### src/rtl/axi_addr_arbiter.sv
// Address-channel arbiter and register slice for three AXI masters (AR or AW).
// Define AXI_ARB_RR_EN for round-robin arbitration; otherwise fixed priority M0 > M1 > M2.
//
// state | meaning
// EMPTY | no beat held, VALID_S=0
// FULL  | beat held for decoder, VALID_S=1
module axi_addr_arbiter #(
  parameter int IDW  = 4,
  parameter int AW   = 32,
  parameter int IDSW = 8
) (
  input  logic            ACLK,
  input  logic            ARESET,
  input  logic [IDW-1:0]  ID_M0,
  input  logic [AW-1:0]   ADDR_M0,
  input  logic [3:0]      LEN_M0,
  input  logic [2:0]      SIZE_M0,
  input  logic [1:0]      BURST_M0,
  input  logic            VALID_M0,
  output logic            READY_M0,
  input  logic [IDW-1:0]  ID_M1,
  input  logic [AW-1:0]   ADDR_M1,
  input  logic [3:0]      LEN_M1,
  input  logic [2:0]      SIZE_M1,
  input  logic [1:0]      BURST_M1,
  input  logic            VALID_M1,
  output logic            READY_M1,
  input  logic [IDW-1:0]  ID_M2,
  input  logic [AW-1:0]   ADDR_M2,
  input  logic [3:0]      LEN_M2,
  input  logic [2:0]      SIZE_M2,
  input  logic [1:0]      BURST_M2,
  input  logic            VALID_M2,
  output logic            READY_M2,
  output logic [IDSW-1:0] IDS_S,
  output logic [AW-1:0]   ADDR_S,
  output logic [3:0]      LEN_S,
  output logic [2:0]      SIZE_S,
  output logic [1:0]      BURST_S,
  output logic            VALID_S,
  input  logic            READY_S
);

  typedef enum logic {EMPTY = 1'b0, FULL = 1'b1} state_t;

  state_t         state_q, state_d;
  logic           load;
  logic           hs;
  logic [3:0]     req;
  logic [3:0]     grant;
  logic [1:0]     gnt_idx;
  logic [IDW-1:0] sel_id;
  logic [AW-1:0]  sel_addr;
  logic [3:0]     sel_len;
  logic [2:0]     sel_size;
  logic [1:0]     sel_burst;

  assign req  = {1'b0, VALID_M2, VALID_M1, VALID_M0};
  assign load = (state_q == EMPTY) | READY_S;
  assign hs   = (|grant) & ~ARESET;

`ifdef AXI_ARB_RR_EN
  // ptr_q is the master with highest priority this cycle
  logic [1:0] ptr_q;
  logic [1:0] cand1, cand2;

  assign cand1 = (ptr_q == 2'd2) ? 2'd0 : ptr_q + 2'd1;
  assign cand2 = (ptr_q == 2'd0) ? 2'd2 : ptr_q - 2'd1;

  always_comb begin
    grant   = '0;
    gnt_idx = 2'd0;
    if (load) begin
      if (req[ptr_q]) begin
        gnt_idx = ptr_q;
        grant[ptr_q] = 1'b1;
      end else if (req[cand1]) begin
        gnt_idx = cand1;
        grant[cand1] = 1'b1;
      end else if (req[cand2]) begin
        gnt_idx = cand2;
        grant[cand2] = 1'b1;
      end
    end
  end

  always_ff @(posedge ACLK) begin
    if (ARESET) ptr_q <= 2'd0;
    else if (hs) ptr_q <= (gnt_idx == 2'd2) ? 2'd0 : gnt_idx + 2'd1;
  end
`else
  always_comb begin
    grant   = '0;
    gnt_idx = 2'd0;
    if (load) begin
      if (req[0]) begin
        gnt_idx = 2'd0;
        grant[0] = 1'b1;
      end else if (req[1]) begin
        gnt_idx = 2'd1;
        grant[1] = 1'b1;
      end else if (req[2]) begin
        gnt_idx = 2'd2;
        grant[2] = 1'b1;
      end
    end
  end
`endif

  always_comb begin
    sel_id    = ID_M0;
    sel_addr  = ADDR_M0;
    sel_len   = LEN_M0;
    sel_size  = SIZE_M0;
    sel_burst = BURST_M0;
    case (gnt_idx)
      2'd1: begin
        sel_id    = ID_M1;
        sel_addr  = ADDR_M1;
        sel_len   = LEN_M1;
        sel_size  = SIZE_M1;
        sel_burst = BURST_M1;
      end
      2'd2: begin
        sel_id    = ID_M2;
        sel_addr  = ADDR_M2;
        sel_len   = LEN_M2;
        sel_size  = SIZE_M2;
        sel_burst = BURST_M2;
      end
      default: ;
    endcase
  end

  always_ff @(posedge ACLK) begin
    if (ARESET) state_q <= EMPTY;
    else        state_q <= state_d;
  end

  always_comb begin
    state_d = state_q;
    if (hs)        state_d = FULL;
    else if (load) state_d = EMPTY;
  end

  always_comb begin
    VALID_S  = (state_q == FULL);
    READY_M0 = grant[0] & ~ARESET;
    READY_M1 = grant[1] & ~ARESET;
    READY_M2 = grant[2] & ~ARESET;
  end

  // Payload is only rewritten on a master handshake; it is held across stalls
  always_ff @(posedge ACLK) begin
    if (ARESET) begin
      IDS_S   <= '0;
      ADDR_S  <= '0;
      LEN_S   <= '0;
      SIZE_S  <= '0;
      BURST_S <= '0;
    end else if (hs) begin
      IDS_S   <= {{(IDSW-IDW-2){1'b0}}, gnt_idx, sel_id};
      ADDR_S  <= sel_addr;
      LEN_S   <= sel_len;
      SIZE_S  <= sel_size;
      BURST_S <= sel_burst;
    end
  end

endmodule

### config.mk
export PLATFORM = sky130hd
export DESIGN_NAME = axi_addr_arbiter
export DESIGN_NICKNAME = d
export VERILOG_FILES = /design/src/rtl/axi_addr_arbiter.sv
export SDC_FILE = /design/constraint.sdc
export NUM_CORES = 1
export LEC_CHECK = 0
export CORE_ASPECT_RATIO = 0.6
export CORE_UTILIZATION = 36
export DETAILED_ROUTE_END_ITERATION = 10
export GPL_TIMING_DRIVEN = 1
export PLACE_DENSITY = 0.93
export SLEW_MARGIN = 20
export SYNTH_ARGS = -nofsm -noshare
export SYNTH_HDL_FRONTEND = slang
export SYNTH_SLANG_ARGS = --single-unit
### constraint.sdc
create_clock -name ACLK -period 3.2 [get_ports ACLK]
set_clock_uncertainty 0.2 [all_clocks]
set_input_delay 0.48 -clock ACLK [delete_from_list [all_inputs] [get_ports ACLK]]
set_output_delay 0.48 -clock ACLK [all_outputs]
set_load 0.005 [all_outputs]
==> impl_metrics.tcl <==
set metrics [dict create \
    p_total_mw 1.81 \
    cp-end-kind "primary output" \
    finalHoldViolations 0 \
    min_path_type "register to register" \
    drt_iter0_drc 193 \
    drive_gt1_share_pct 4.92 \
    fmax_mhz 356 \
    cts_sinks 48 \
    clkPwrFrac_pct 34.5 \
    peakVddDrop_mv 0.248 \
    holdWs_ps 275 \
    drt_first_pass_iters 4 \
    start_util_pct 38.7 \
    fin_crit_sh_pct 87.9 \
    gr-total-overflow 0 \
    syn-cell-area_um2 2460 \
    num_vias 2821 \
    die_w_um 109 \
    grt_util_all_layers_pct 25.2 \
    cts_repair_resize_count 0 \
    numCtsBuffers 5 \
    finalCriticalPeriod_ps 2810 \
    setup_violations 0 \
    ys_ff_latch 48 \
    fin_setup_tns_ps 0 \
    ant_nets 0 \
    swShare_pct 22.6 \
    fin_ws_ps 388 \
    top_layer_used "met4" \
    die_height_um 66.1 \
    cp_cell_sequence "clkdlybuf4s50_1 -> inv_1 -> nor4_1 -> clkdlybuf4s50_1" \
    cp_slowest_cell "clkdlybuf4s50_1" \
    cts_setup_buffers 0 \
    coreArea_um2 6360 \
    vias_per_cell 5.52 \
    wl_met1_um 3690 \
    switching_power_uw 409 \
    slew_viol_final 0 \
    ys_types 23 \
    wl_met2_um 4320 \
    crit_fanout 11 \
    clkTransAtPathRegs_ps 60 \
    power.density_nw_per_um2 395 \
    gp_congestion 0.777 \
    p_comb_share_pct 27.9 \
    die-area_um2 7190 \
    diodes 0 \
    slowest_delay_ps 650 \
    required_ps 2520 \
    ioPinCount 194 \
    path_class "input port to primary output" \
    insertion_delay_ps 280 \
    drc 0 \
    wl_per_cell_um 17.4 \
    pre_cts_ws_ps 335 \
    rsz0062_at_grt "no" \
    relSlewSlack_pct 56.7 \
    seqPwrFrac_pct 37.7 \
    wl_um 8900 \
    ys_seq_area_share_pct 39.0 \
    yosys_warnings 0 \
    nets 567 \
    synthCells 250 \
    rows 22 \
    hpwl_um 6700 \
    grt_pass1_vias 2824 \
    p_leak_nw 1.71 \
    drv_cap 0 \
    antenna_found_initial 0 \
    start_kind "input port" \
    cts_tree "done" \
    area_growth_pct 86.1 \
    utilization_pct 72.1 \
    htree_levels 2 \
    grt_start_max_net_pins 40 \
    status "finished, final reports clean" \
    port_buffers 191 \
    root_buffer "clkbuf_16" \
    crit_top_cell "clkdlybuf4s50_1" \
    met3_length_um 748 \
    cts_hold_buffers 0 \
    syn_area_per_cell_um2 9.85 \
    grt_pass1_wl_um 14000 \
    critPathArrivalTime_ps 2130 \
    cts_buffer_depth 2 \
    tightest_slew_ps 647 \
    p_int_mw 1.40 \
]
## power groups by stage
stage	Clock [mW]	Combinational [mW]	Sequential (mW)
after CTS	0.637	0.507	0.681
after floorplan	0	0.186	0.694
after detailed placement	0	0.505	0.693
after global placement	0	0.494	0.692
after global routing	0.670	0.543	0.686
final	0.623	0.504	0.681
## synth_stat cells
library cell	n	share of area, %
nor3_1	11	2.2
a221o_1	38	15
a21oi_1	2	0.41
a221oi_1	7	2.5
nor4_1	1	0.25
a211oi_1	1	0.30
or3_1	1	0.25
clkbuf_1	17	2.6
buf_4	2	0.61
conb_1	1	0.15
buf_2	7	1.4
nor2b_1	7	1.8
o21ai_0	7	1.4
buf_6	6	2.7
nor2b_4	1	0.56
nor2_1	11	1.7
inv_1	1	0.15
a22o_1	38	14
nor3b_1	39	12
dfxtp_1	48	39
a21o_1	1	0.30
or2_1	1	0.25
nand2b_1	2	0.51
## layout by cell type, fill, tap and decap left out, types with 2 or more instances in the layout
cell,synthesis,routed
clkdlybuf4s50_1,0,191
conb_1,1,2
nor2_1,11,10
nor3_2,0,2
nor3b_1,39,39
a21oi_1,2,2
nor2b_1,7,7
clkbuf_8,0,2
nand2b_1,2,2
clkbuf_16,0,5
nor3_1,11,9
a22o_1,38,38
o21ai_0,7,7
dfxtp_1,48,48
a221o_1,38,38
buf_4,2,8
a221oi_1,7,7
## per-stage QoR
stage	std cells	area, um^2
global placement	503	4400
detailed placement	503	4400
floorplan	251	2470
CTS	511	4580
global route	511	4580
finish	511	4580
## kinds of logic after synthesis
family / share of synthesized area [%]
AO/OA/AOI/OAI: 33.9
AND/OR/NAND/NOR: 19.4
buffers and inverters: 7.52
flip-flops: 39.0
other: 0.152
## state kept, by name, indices dropped and copies added (netlist names)
signal / count
LEN_S: 4
SIZE_S: 3
ADDR_S: 32
BURST_S: 2
IDS_S: 6
VALID_S: 1
## critical path: cells and delay by family
| kind | cells | cell delay (ps) |
|---|---|---|
| buffers and inverters | 3 | 1340 |
| and+or+nand+nor | 1 | 310 |
## cell type report
class | count | area, um^2
Inverter | 1 | 3.75
Multi-Input combinational cell | 170 | 1340
Clock buffer | 7 | 153
Clock inverter | 1 | 30.0
Timing Repair Buffer | 200 | 1990
Sequential cell | 48 | 961
Fill cell | 449 | 1780
Tap cell | 84 | 105
## metal layers
layer | track usage (%) | vias up
li1 | - | 1346
met3 | 6.70 | 14
met1 | 30.5 | 1325
met4 | 5.91 | 0
met2 | 44.7 | 136
met5 | 0 | -
## worst paths after layout
| check | start | to | slack (ps) | cells after the start |
|---|---|---|---|---|
| hold / removal | IDS_S[4]$_SDFFE_PP0P_ | IDS_S[4]$_SDFFE_PP0P_ | 270 | 1 |
| setup / recovery | VALID_M2 | READY_M2 | 390 | 4 |
| setup reg to reg | VALID_S$_SDFFE_PP0P_ | ADDR_S[7]$_SDFFE_PP0P_ | 890 | 5 |
| hold reg to reg | IDS_S[4]$_SDFFE_PP0P_ | IDS_S[4]$_SDFFE_PP0P_ | 270 | 1 |
(Power assumes the default switching activity.)
